**src/rtl/ysyx_22040750_ifu_queue.sv**
```systemverilog
// Instruction fetch stage: issues sequential fetches, queues in-order responses with their PCs,
// and squashes responses of flushed requests. Define YSYX_22040750_IFU_PERF_EN to add perf counters.
module ysyx_22040750_ifu_queue #(
    parameter int                ADDR_W   = 32,
    parameter int                INST_W   = 32,
    parameter int                DEPTH    = 4,
    parameter logic [ADDR_W-1:0] PC_RESET = 32'h8000_0000,
    localparam int               PTR_W    = $clog2(DEPTH)
) (
    input  logic              I_sys_clk,
    input  logic              I_rst,
    output logic              O_req_valid,
    output logic [ADDR_W-1:0] O_req_addr,
    input  logic              I_req_ready,
    input  logic              I_rsp_valid,
    input  logic [INST_W-1:0] I_rsp_inst,
    output logic              O_IF_valid,
    output logic [ADDR_W-1:0] O_pc,
    output logic [INST_W-1:0] O_inst,
    input  logic              I_IF_ID_allowin,
    input  logic              I_redirect,
    input  logic [ADDR_W-1:0] I_redirect_pc
`ifdef YSYX_22040750_IFU_PERF_EN
    ,
    output logic [63:0]       O_perf_fetch,
    output logic [63:0]       O_perf_stall,
    output logic [31:0]       O_perf_squash
`endif
);

    localparam int               CNT_W   = PTR_W + 1;
    localparam logic [CNT_W:0]   DEPTH_V = (CNT_W + 1)'(DEPTH);

    logic [ADDR_W-1:0] r_pc_mem   [DEPTH];
    logic [INST_W-1:0] r_inst_mem [DEPTH];
    logic [DEPTH-1:0]  r_filled;
    logic [ADDR_W-1:0] r_fetch_pc;
    logic              r_en;
    logic [CNT_W-1:0]  r_rd_ptr, r_wr_ptr, r_fill_ptr, r_drop_cnt;

    logic [CNT_W-1:0]  w_alloc, w_unfilled;
    logic [CNT_W:0]    w_inflight;
    logic [PTR_W-1:0]  w_rd_idx, w_wr_idx, w_fill_idx;
    logic              w_not_empty, w_req_fire, w_pop;
    logic              w_rsp_drop, w_rsp_fill, w_redir_absorb;
    logic [1:0]        w_unused_pc_lo;

    assign w_alloc     = r_wr_ptr - r_rd_ptr;
    assign w_unfilled  = r_wr_ptr - r_fill_ptr;
    assign w_inflight  = {1'b0, w_alloc} + {1'b0, r_drop_cnt};
    assign w_rd_idx    = r_rd_ptr[PTR_W-1:0];
    assign w_wr_idx    = r_wr_ptr[PTR_W-1:0];
    assign w_fill_idx  = r_fill_ptr[PTR_W-1:0];
    assign w_not_empty = (w_alloc != '0);

    // Squashed-but-outstanding responses still occupy memory-side slots, so they count against DEPTH.
    assign O_req_valid = r_en && (w_inflight < DEPTH_V) && !I_redirect;
    assign O_req_addr  = r_fetch_pc;
    assign O_IF_valid  = w_not_empty && r_filled[w_rd_idx] && !I_redirect;
    assign O_pc        = w_not_empty ? r_pc_mem[w_rd_idx]   : '0;
    assign O_inst      = w_not_empty ? r_inst_mem[w_rd_idx] : '0;

    assign w_req_fire     = O_req_valid && I_req_ready;
    assign w_pop          = O_IF_valid && I_IF_ID_allowin;
    assign w_rsp_drop     = I_rsp_valid && (r_drop_cnt != '0);
    assign w_rsp_fill     = I_rsp_valid && (r_drop_cnt == '0) && (w_unfilled != '0) && !I_redirect;
    assign w_redir_absorb = I_rsp_valid && ((r_drop_cnt != '0) || (w_unfilled != '0));
    assign w_unused_pc_lo = I_redirect_pc[1:0];

    always_ff @(posedge I_sys_clk) begin
        if (I_rst) begin
            r_fetch_pc <= PC_RESET;
            r_en       <= 1'b0;
            r_rd_ptr   <= '0;
            r_wr_ptr   <= '0;
            r_fill_ptr <= '0;
            r_drop_cnt <= '0;
            r_filled   <= '0;
        end else begin
            r_en <= 1'b1;
            if (I_redirect) begin
                // Unfilled entries become pending drops; a response arriving now consumes one.
                r_drop_cnt <= r_drop_cnt + w_unfilled - CNT_W'(w_redir_absorb);
                r_rd_ptr   <= '0;
                r_wr_ptr   <= '0;
                r_fill_ptr <= '0;
                r_filled   <= '0;
                r_fetch_pc <= {I_redirect_pc[ADDR_W-1:2], 2'b00};
            end else begin
                if (w_req_fire) begin
                    r_wr_ptr             <= r_wr_ptr + CNT_W'(1);
                    r_fetch_pc           <= r_fetch_pc + ADDR_W'(4);
                    r_filled[w_wr_idx]   <= 1'b0;
                end
                if (w_rsp_drop) begin
                    r_drop_cnt <= r_drop_cnt - CNT_W'(1);
                end
                if (w_rsp_fill) begin
                    r_fill_ptr           <= r_fill_ptr + CNT_W'(1);
                    r_filled[w_fill_idx] <= 1'b1;
                end
                if (w_pop) begin
                    r_rd_ptr           <= r_rd_ptr + CNT_W'(1);
                    r_filled[w_rd_idx] <= 1'b0;
                end
            end
        end
    end

    always_ff @(posedge I_sys_clk) begin
        if (!I_rst && w_req_fire) begin
            r_pc_mem[w_wr_idx] <= r_fetch_pc;
        end
        if (!I_rst && w_rsp_fill) begin
            r_inst_mem[w_fill_idx] <= I_rsp_inst;
        end
    end

    a_rsp_expected : assert property (@(posedge I_sys_clk) disable iff (I_rst)
        I_rsp_valid |-> ((r_drop_cnt != '0) || (w_unfilled != '0)));

`ifdef YSYX_22040750_IFU_PERF_EN
    logic w_squash;
    assign w_squash = I_redirect ? w_redir_absorb : w_rsp_drop;

    always_ff @(posedge I_sys_clk) begin
        if (I_rst) begin
            O_perf_fetch  <= '0;
            O_perf_stall  <= '0;
            O_perf_squash <= '0;
        end else begin
            if (w_req_fire) begin
                O_perf_fetch <= O_perf_fetch + 64'd1;
            end
            if (r_en && !O_IF_valid && I_IF_ID_allowin) begin
                O_perf_stall <= O_perf_stall + 64'd1;
            end
            if (w_squash) begin
                O_perf_squash <= O_perf_squash + 32'd1;
            end
        end
    end
`endif

endmodule

```
**config.mk**
```make
export PLATFORM = sky130hd
export DESIGN_NAME = ysyx_22040750_ifu_queue
export DESIGN_NICKNAME = d
export VERILOG_FILES = /design/src/rtl/ysyx_22040750_ifu_queue.sv
export SDC_FILE = /design/constraint.sdc
export NUM_CORES = 1
export LEC_CHECK = 0
export CORE_ASPECT_RATIO = 1.75
export CORE_MARGIN = 4
export CORE_UTILIZATION = 59
export CTS_CLUSTER_SIZE = 10
export DETAILED_ROUTE_END_ITERATION = 8
export HOLD_SLACK_MARGIN = 0.05
export PLACE_DENSITY = 0.82
export SYNTH_ARGS = -nofsm -noshare
export SYNTH_HDL_FRONTEND = slang
export SYNTH_SLANG_ARGS = --single-unit
```
**constraint.sdc**
```tcl
create_clock -name I_sys_clk -period 11.1 [get_ports I_sys_clk]
set_input_delay 1.665 -clock I_sys_clk [delete_from_list [all_inputs] [get_ports I_sys_clk]]
set_output_delay 1.665 -clock I_sys_clk [all_outputs]
set_load 0.02 [all_outputs]
```
==> flow_summary_export.csv <==
group,metric,value,unit
routing,drtAntennaViolNets,0,
final_layout,fin_util,0.730,
critical_path,worstPathRequired,9.44,ns
clock_network,clk_pin_slew,0.05,ns
grt,grt_max_degree,63,
grt,grt_overflow_total,0,
timing,period_needed,5.29,ns
synth,synth_warnings,0,
final_layout,nets,1027,
floorplan,io_pins,168,
pwr,swShare,0.215,
place,place_area,14200,µm²
floorplan,dieArea,23500,µm²
pwr,p_comb_frac,0.069,
outcome,status,"completed",
synth,synth_area,12400,µm²
final_layout,stdcell_area,15200,µm²
routing,wl,26000,µm
clock_network,cts-buffers-inserted,35,
routing,first_iter_violations,577,
place,gp_congestion,0.849,
floorplan,core_area,20800,µm²
timing,fin_ws,5.81,ns
routing,routedWlPerCell,21.6,µm
critical_path,cp_max_fo,46,
clock_network,htree_levels,2,
timing,post-route-period-util,0.476,
final_layout,layout_common_cells,"edfxtp_1 (248), clkdlybuf4s50_1 (161), mux4_2 (63)",
critical_path,critPathLaunchType,"flop",
timing,hold_ws,0.475,ns
routing,viasPerCell,5.98,
synth,synth_cell_types,50,
clock_network,cts-resized-gates,0,
final_layout,final_common_cell,"edfxtp_1",
synth,synth-seq-area-share,0.679,
timing,finalHoldViolCount,0,
synth,synth_edf_count,248,
final_layout,syn_to_final_growth,22.6,%
clock_network,cts_setup_buffers,0,
place,dp_cells,1147,
pwr,seq_power_share,0.519,
routing,route.layer.met1.wl,9760,µm
routing,first_pass_iters,5,
worst_hold_path,hold_depth,2,
timing,finalMaxSlewViolations,0,
grt,antenna_found_initial,0,
critical_path,regToRegSetupSlack,7.06,ns
grt,grt_pass1_vias,7601,
synth,synth_top_family_by_area,"multiplexers",
final_layout,drive_gt1_frac,0.131,
synth,synth_xor_xnor_area_share,0.0156,
synth,synthMuxAreaShare,0.118,
place,dp_hpwl,16600,µm
synth,synthArstFlopShare,0,
clock_network,cts_tree,"yes",
critical_path,crit_type,"reg -> out",
clock_network,clock_latency,0.50,ns
synth,syn_inst,768,
critical_path,end_kind,"output pin",
synth,yosys.area_share.simple,0.0939,
critical_path,r2r_cells,10,
pwr,p_clk_frac,0.412,
clock_network,ctsHoldBuffers,0,
routing,vias,7202,
floorplan,die_h,200,µm
timing,setup_tns,0,ns
timing,setup_viol,0,
place,place.port_buffers,161,
synth,ys_ff_latch,297,
job,max-cap-violations,0,
clock_network,clkSinkCount,297,
routing,drc,0,
timing,slew_headroom,0.393,
timing,rsz0062_at_grt,"false",
routing,wl_met3,1280,µm
pwr,leakage,4.91,nW
timing,worstMarginPinSlew,0.908,ns
clock_network,clk_path_buf_depth,3,
routing,top_layer,"met4",
place,pre_cts_ws,6.19,ns
pwr,max-vdd-ir-drop,0.136,mV
floorplan,fp.dieW,118,µm
clock_network,cts-root-buf,"clkbuf_16",
timing,clock_skew,0.0158,ns
synth,synth_compound_area_frac,0.0439,
timing,max_freq,189,MHz
grt,grt_pass1_wl,41000,µm
pwr,p_sw,516,µW
synth,postSynthAreaPerCell,16.2,µm²
routing,dr_wl_met2,14400,µm
final_layout,fin_cells,1205,
critical_path,crit_arrival,3.62,ns
final_layout,antenna_cells,0,
pwr,finalPower,2.41,mW
floorplan,num_rows,70,
final_layout,nFillCells,1330,
pwr,internal-power,1.89,mW
pwr,power_density,158,nW/µm²
synth,synth_fa_ha_area_frac,0.0270,
floorplan,floorplan.initialDensity,0.596,
grt,gr-usage-all-layers,0.223,
synth,ys_dominant_reg_cell,"edfxtp_1",
worst_hold_path,min_path_type,"reg -> reg",
worst paths after layout:
path / from / endpoint
hold reg to reg: r_filled[3]$_SDFF_PP0_ / r_filled[3]$_SDFF_PP0_
hold / removal: r_filled[3]$_SDFF_PP0_ / r_filled[3]$_SDFF_PP0_
setup reg to reg: r_rd_ptr[0]$_SDFFE_PP0P_ / O_req_addr[23]$_SDFFE_PP0P_
setup / recovery: r_wr_ptr[0]$_SDFFE_PP0N_ / O_pc[10]
routing by layer:
metal / up-vias / global-route usage
met5: - / 0
li1: 3299 / -
met4: 0 / 0.0743
met3: 45 / 0.0316
met2: 255 / 0.421
met1: 3603 / 0.263
cell type report:
type                    count  area, µm²  area share
multi-input cells         405       3730       0.245
inverters                  22       82.6     0.00542
well taps                 252        315      0.0207
flip-flops and latches    297       8430       0.554
clock inverters             4       31.3     0.00205
repair buffers            171       1690       0.111
clock buffers              54        947      0.0622
cells by family (layout without fill, tap and decap cells):
group                    after synthesis  after routing
AND/OR/NAND/NOR                      206            206
flip-flops                           297            297
buffers and inverters                 69            251
other                                  1              4
multiplexers                          67             67
XOR/XNOR                              19             19
AO/OA/AOI/OAI                         84             84
adder cells (fa/ha/maj)               25             25
power by group through the flow:
stage	clock network, mW	registers (mW)	logic [mW]
finish	0.991	1.25	0.167
global route	1.06	1.25	0.183
CTS	1.01	1.25	0.167
detailed placement	0	1.27	0.167
global placement	0	1.27	0.162
floorplan	0	1.27	0.0857
cell usage after synthesis (4+ instances only):
master	number	share of area
mux4_2	63	0.11
nand4_1	13	0.0065
nor2b_1	62	0.031
clkbuf_1	33	0.010
nand2_1	31	0.0094
or3_1	7	0.0035
nor2_1	28	0.0085
a32oi_1	5	0.0035
and3_1	15	0.0076
xnor2_1	14	0.0099
a211oi_1	9	0.0054
buf_4	4	0.0024
buf_2	7	0.0028
a21oi_1	21	0.0085
and4_1	6	0.0042
dfxtp_1	49	0.079
nand3_1	14	0.0056
nor3_1	8	0.0032
o21ai_0	15	0.0060
a31oi_1	15	0.0076
and2_1	9	0.0045
nor4_1	4	0.0020
edfxtp_1	248	0.60
ha_1	22	0.022
inv_1	22	0.0066
sequential cells by signal (all words and copies together) (netlist names), named ones only:
name,count
O_req_addr,30
r_drop_cnt,3
r_en,1
r_fill_ptr,3
r_filled,4
r_inst_mem,128
r_pc_mem,120
r_rd_ptr,3
r_wr_ptr,3
critical path, stage by stage, from the launching register on:
cell	delay, ns
dfxtp_1	0.40
inv_1	0.14
ha_1	0.20
inv_1	0.06
fa_1	0.43
nand2b_1	0.21
nor2_4	0.39
buf_4	0.54
nor2b_1	0.15
clkdlybuf4s50_1	0.58
Note: power is estimated with default switching activity, not from simulation.
